**src/rtl/sysid_ext_avalon.sv**
```systemverilog
// Avalon-MM system-ID slave: read-only ID/timestamp/version/caps words, a byte-lane
// scratch register, and a 64-bit divided uptime counter with tear-free snapshot read.
module sysid_ext_avalon #(
    parameter logic [31:0] ID_VALUE      = 32'h64A2_1A66,
    parameter logic [31:0] TIMESTAMP     = 32'd0,
    parameter logic [31:0] VERSION       = 32'h0002_0000,
    parameter logic [31:0] SCRATCH_RESET = 32'd0,
    parameter int unsigned TICK_DIV      = 1
) (
    input  logic        clock,
    input  logic        reset_n,
    input  logic [2:0]  address,
    input  logic        read,
    input  logic        write,
    input  logic [31:0] writedata,
    input  logic [3:0]  byteenable,
    output logic [31:0] readdata,
    output logic        readdatavalid
);
    localparam logic [15:0] DIV_MAX = 16'(TICK_DIV - 1);
    localparam logic [31:0] CAPS    = {16'(TICK_DIV), 15'd0, 1'b1};

    logic [31:0] rdata_q, rdata_d;
    logic        rvalid_q;
    logic [31:0] scratch_q, scratch_d;
    logic [63:0] uptime_q, uptime_d;
    logic [31:0] shadow_hi_q;
    logic [15:0] div_q, div_d;
    logic        freeze_q, freeze_d;
    logic        wrap_q, wrap_d;
    logic        ctrl_wr, clr, roll;

    assign ctrl_wr = write && (address == 3'd6) && byteenable[0];
    assign clr     = ctrl_wr && writedata[1];
    assign roll    = !freeze_q && (div_q == DIV_MAX) && (&uptime_q);

    always_comb begin
        scratch_d = scratch_q;
        if (write && (address == 3'd3)) begin
            for (int b = 0; b < 4; b++) begin
                if (byteenable[b]) scratch_d[8*b +: 8] = writedata[8*b +: 8];
            end
        end

        div_d    = div_q;
        uptime_d = uptime_q;
        if (clr) begin
            div_d    = 16'd0;
            uptime_d = 64'd0;
        end else if (!freeze_q) begin
            if (div_q == DIV_MAX) begin
                div_d    = 16'd0;
                uptime_d = uptime_q + 64'd1;
            end else begin
                div_d = div_q + 16'd1;
            end
        end

        freeze_d = ctrl_wr ? writedata[0] : freeze_q;

        // Priority low to high: W1C, then rollover set, then CLEAR.
        wrap_d = wrap_q;
        if (ctrl_wr && writedata[2]) wrap_d = 1'b0;
        if (roll)                    wrap_d = 1'b1;
        if (clr)                     wrap_d = 1'b0;

        rdata_d = 32'd0;
        case (address)
            3'd0: rdata_d = ID_VALUE;
            3'd1: rdata_d = TIMESTAMP;
            3'd2: rdata_d = VERSION;
            3'd3: rdata_d = scratch_q;
            3'd4: rdata_d = uptime_q[31:0];
            3'd5: rdata_d = shadow_hi_q;
            3'd6: rdata_d = {29'd0, wrap_q, 1'b0, freeze_q};
            3'd7: rdata_d = CAPS;
            default: rdata_d = 32'd0;
        endcase
    end

    always_ff @(posedge clock) begin
        if (!reset_n) begin
            rdata_q     <= 32'd0;
            rvalid_q    <= 1'b0;
            scratch_q   <= SCRATCH_RESET;
            uptime_q    <= 64'd0;
            shadow_hi_q <= 32'd0;
            div_q       <= 16'd0;
            freeze_q    <= 1'b0;
            wrap_q      <= 1'b0;
        end else begin
            rvalid_q  <= read;
            if (read) rdata_q <= rdata_d;
            // Upper word captured from the same pre-increment value as the low word returned.
            if (read && (address == 3'd4)) shadow_hi_q <= uptime_q[63:32];
            scratch_q <= scratch_d;
            uptime_q  <= uptime_d;
            div_q     <= div_d;
            freeze_q  <= freeze_d;
            wrap_q    <= wrap_d;
        end
    end

    assign readdata      = rdata_q;
    assign readdatavalid = rvalid_q;
endmodule

```
**config.mk**
```make
export PLATFORM = sky130hd
export DESIGN_NAME = sysid_ext_avalon
export DESIGN_NICKNAME = d
export VERILOG_FILES = /design/src/rtl/sysid_ext_avalon.sv
export SDC_FILE = /design/constraint.sdc
export NUM_CORES = 1
export LEC_CHECK = 0
export BUFFER_PORTS_ARGS = -buffer_cell sky130_fd_sc_hd__buf_2
export CORE_UTILIZATION = 51
export DETAILED_ROUTE_END_ITERATION = 12
export PLACE_DENSITY = 0.73
export SLEW_MARGIN = 20
export SYNTH_ARGS = -nofsm -noshare
export SYNTH_HDL_FRONTEND = slang
export SYNTH_SLANG_ARGS = --single-unit
```
**constraint.sdc**
```tcl
create_clock -name clock -period 2.2 [get_ports clock]
set_input_delay 0.33 -clock clock [delete_from_list [all_inputs] [get_ports clock]]
set_output_delay 0.33 -clock clock [all_outputs]
set_load 0.01 [all_outputs]
```
== After elaboration in Yosys (flattened, before gate mapping) ==
Cells that the tools add are included.
Operators by class
  add/sub/neg operators: 2
  eq/ne operators: 7
  muxes and demuxes: 4
  bitwise logic cells: 2
  reduce and logical (&&, ||, !) cells: 19
Operators by type and width (number)
  case mux 32 bit (8 select lines): 1
  adder 64 x 1 -> 64 bit (second input constant): 1
  AND reduction 64 bit: 1
  adder 16 x 1 -> 16 bit (second input constant): 1
  zero test 16 bit: 1
  two-way mux 16 bit: 1
  equality test 3 bit (second input constant): 4
  AND reduction 2 bit: 5
  logical AND 1 bit: 8
  equality test 3 x 2 -> 1 bit (second input constant): 2
  equality test 3 x 1 -> 1 bit (second input constant): 1
  zero test 3 bit: 1
  two-way mux 1 bit: 2
  inverter 1 bit: 2
  nonzero test 2 bit: 1
  OR reduction 2 bit: 1
  zero test 1 bit: 1
Word-level totals
  bits in registers: 179
  output and inout port bits: 33

== Longest topological paths before layout ==
  word-level depth: 6
  gate-level depth with buffers: 9
  gate-level depth less buffers: 7

== Worst setup path after synthesis ==
Ideal clock, no wire load.
  path kind: register -> register
  start point: register div_q[0]
  end point: register uptime_q[30]
  library setup time: 0.060 ns
  arrival: 2.129 ns
  required time: 2.140 ns
  setup slack: 0.011 ns
  cell stages (with the launch flop): 8
  cell sequence: dfxtp_1 -> inv_1 -> ha_1 -> nor4b_2 -> nand4_1 -> or4_4 -> or4_1 -> nand2_1
On the way
  longest elaborated chain between the ends: 2
Ends and longest elaborated chain
  start: declaration: line 28  | logic [15:0] div_q, div_d;
  start signal: assignment: line 98  | div_q <= div_d;
  zero test 16 bit: line 51  | if (div_q == DIV_MAX) begin
  AND reduction 2 bit (no line)
  end signal: assignment: line 97  | uptime_q <= uptime_d;
  end: declaration: line 26  | logic [63:0] uptime_q, uptime_d;
No other way between the ends.
A chain may end at the register's enable or synchronous reset.

== Worst setup path in the final report ==
  start point: register uptime_q[29]
  end point: register uptime_q[50]
On the way
  longest elaborated chain between the ends: 1
Ends and longest elaborated chain
  adder 64 x 1 -> 64 bit: line 53  | uptime_d = uptime_q + 64'd1;
No other way between the ends.

==> results.md <==
* Status: finished with violations
* Failing checks: setup timing
* Antenna viol nets, final at 0
* Cells along the critical path: nand2_1, nor4_4, nand4_1, buf_6, or4_1, a21oi_2
* CTS buffer count at 17
* Least-Margin Pin Slew at roughly 0.56 ns
* Comb pwr share at under 10%
* Final GP Congestion at about 0.84
* Reg clk slew, reported paths at about 0.080 ns
* Post-route clock period utilization at 101%
* Vias at 7595
* CTS Buffer Depth at 2
* Antenna cells at 0
* Most used DFF post-synth: dfxtp_1
* Input/output buffers at 75
* Worst Path Required at approximately 2.6 ns
* Int Power at a little over 5 mW
* Clock net sink count at 179
* Hold Path Cell Cnt at 3
* Vias in the first global route at roughly 7100
* Top post-synthesis cells by area: dfxtp_1, mux2i_1, a21oi_1
* Final Net Count at 1157
* Area leader, netlist: dfxtp_1
* Register area share after synthesis at between 40 and 50%
* Clock power share at 46.4%
* Mapped Nets at between 1000 and 1500
* # DRC at 0
* GRT Residual Overflow at 0
* Post-synth EDFFs at 0
* #FFs+latches synth at between 150 and 200
* NetSw at about 1.6 mW
* Die Wd at 129 µm
* Detailed Route Iter0 Violations at 646
* Final hold viol count at 0
* Post-DR wirelength/cell at 16.7 µm
* Core ar. at ~0.016 mm²
* Synth cell count leaders: dfxtp_1, nand2_1, a21oi_1, nor2_1, mux2i_1
* CP max FO at 8
* Total Negative Setup Slacks at -0.0365 ns
* Final core occ at between 60% and 70%
* Minimum clock period at around 2.2 ns
* Switching Share at around 24%
* Final Non-Filler Cells at between 1000 and 1500
* Die area at approximately 0.017 mm²
* RSZ-0062 raised after global routing: true
* R2R cell count at 6
* Worst setup margin at -0.0218 ns
* Async S/R FF share, synth at 0%
* Max stage delay on crit path at about 0.52 ns
* Max_cap viols at 0
* Yosys top cell area share at between 40% and 50%
* Starting Density at between 50% and 60%
* Ports at 76
* Crit start category: register
* Largest net degree at the start of global routing at 57
* Cts-stage hold buffer count at 0
* WS Path Type: reg2reg
* CTS tree: built
* Initial antenna violation count at 0
* Worst rel slew slack at 62.9%
* Inst Count DP at 1297
* Upper clock frequency limit at roughly 0.45 GHz
* Setup crit end kind: register
* CP Data Arrival Time at around 2.6 ns
* Synth Instances at a little under 1000
* Final WL at about 22000 µm
* Leakage at 3.88 nW
* Chip height at 129 µm
* Area Overhead vs Synth at 23.9%
* Peak VDD IR at about 0.55 mV
* Clk Latency, worst-skew pair at about 0.44 ns
* Post-Syn Area at a little over 0.008 mm²
* DP Wirelength at between 15000 and 20000 µm
* Netlist cell types at 53
* Most numerous cell in the Yosys netlist: dfxtp_1
* Hold Path Class: in2reg
* # setup viols final at 4
* CTS root buf: clkbuf_16
* Worst Skew at ~0.011 ns
* Sequential share of power at roughly half
* Share of layout cells above drive strength 1 at roughly 22%
* CTS HTree Levels at 4
* Synth warnings at 0
* Slew Limit Fails at 0
* First-pass GRT wire length at between 30000 and 40000 µm
* TritonRoute pass-1 iters at 5
* Avg Cell Area, Syn at between 8 and 9 µm²
* Pwr per Cell Area at roughly 660 mW/mm²
* Placement Rows at 46
* Via-per-instance ratio at 5.67
* CP max-delay cell: or4_1
* Aggregate global-route resource usage at between 20% and 30%
-- layer usage --
metal	global-route usage (%)	part of all wire, %	vias up	routed length [µm]
met5	0	0	-	0
met4	8.30	1.5	0	343
met3	5.45	5.3	29	1180
met2	43.9	46	260	10200
met1	36.1	47	3587	10600
li1	-	-	3719	-
-- layout make-up --
class	instances	area, µm²
clock buffers	17	425
clock inverters	15	184
well taps	216	270
fillers	1326	5630
flip-flops and latches	179	3590
multi-input cells	715	4510
inverters	34	130
repair buffers	164	1150
-- cells by family (layout without fill, tap and decap cells) --
logic type	count (synthesis)	count (layout)	synth area share, %
simple gates	408	408	26.0
compound gates	207	207	14.9
flops	179	179	43.3
buf+inv	88	230	4.10
mux	63	63	7.62
xor+xnor	34	34	3.60
fa+ha+maj	3	3	0.454
-- stage by stage --
stage	cell area [µm²]	hold WS [ns]	setup slack (ns)	power [mW]
2_1_floorplan	8280	0.440	0.0106	3.56
3_3_place_gp	9380	0.449	0.0576	3.70
3_5_place_dp	9380	0.456	0.0171	3.70
4_1_cts	10000	0.130	0.00680	6.80
5_1_grt	10300	0.139	-0.0844	6.99
6_report	10300	0.132	-0.0218	6.78
-- flip-flops by register name (all words and copies together), names as in the netlist --
name,count
div_q,16
wrap_q,1
readdatavalid,1
uptime_q,64
freeze_q,1
shadow_hi_q,32
readdata,32
scratch_q,32
-- what timing repair did --
item	4_1_cts	5_1_grt
setup buffers	1	8
gates cloned	0	3
gates resized for setup	1	38
endpoints found under the setup margin	5	27
pin swaps	2	22
-- worst max-delay path, delay by kind of cell (launching register included) --
family	cells	cell delay, ns
AOI/OAI and AO/OA	1	0.14
buffers and inverters	1	0.20
and+or+nand+nor	4	1.37
DFF	1	0.43
-- cells in the final DEF (no fill, tap or decap), types with 15 or more instances in the layout --
| cell type | count |
|---|---|
| a21boi_0 | 36 |
| a21oi_1 | 72 |
| and2_1 | 22 |
| buf_2 | 76 |
| buf_4 | 78 |
| clkbuf_16 | 19 |
| dfxtp_1 | 178 |
| inv_1 | 32 |
| mux2i_1 | 63 |
| nand2_1 | 107 |
| nand3_1 | 27 |
| nand4_1 | 34 |
| nor2_1 | 80 |
| nor2b_1 | 35 |
| o21ai_0 | 36 |
| o22ai_1 | 19 |
| o31ai_1 | 15 |
| or3_1 | 20 |
| xnor2_1 | 22 |
-- worst paths after layout --
| path | start | end | slack (ns) |
|---|---|---|---|
| max | uptime_q[29]$_SDFFE_PP0P_ | uptime_q[50]$_SDFFE_PP0P_ | -0.02 |
| min | writedata[29] | scratch_q[29]$_SDFFE_PN0P_ | 0.13 |
| max reg2reg | uptime_q[29]$_SDFFE_PP0P_ | uptime_q[50]$_SDFFE_PP0P_ | -0.02 |
| min reg2reg | shadow_hi_q[6]$_SDFFE_PN0P_ | shadow_hi_q[6]$_SDFFE_PN0P_ | 0.46 |
-- power groups by stage --
stage                     clock (mW)  sequential, mW  combinational (mW)
after floorplan                    0            3.37               0.187
after global placement             0            3.36               0.339
after detailed placement           0            3.36               0.340
after CTS                       3.18            3.29               0.342
after global routing            3.32            3.29               0.374
final                           3.15            3.29               0.346
No activity file was read; power rests on OpenSTA's default activity.
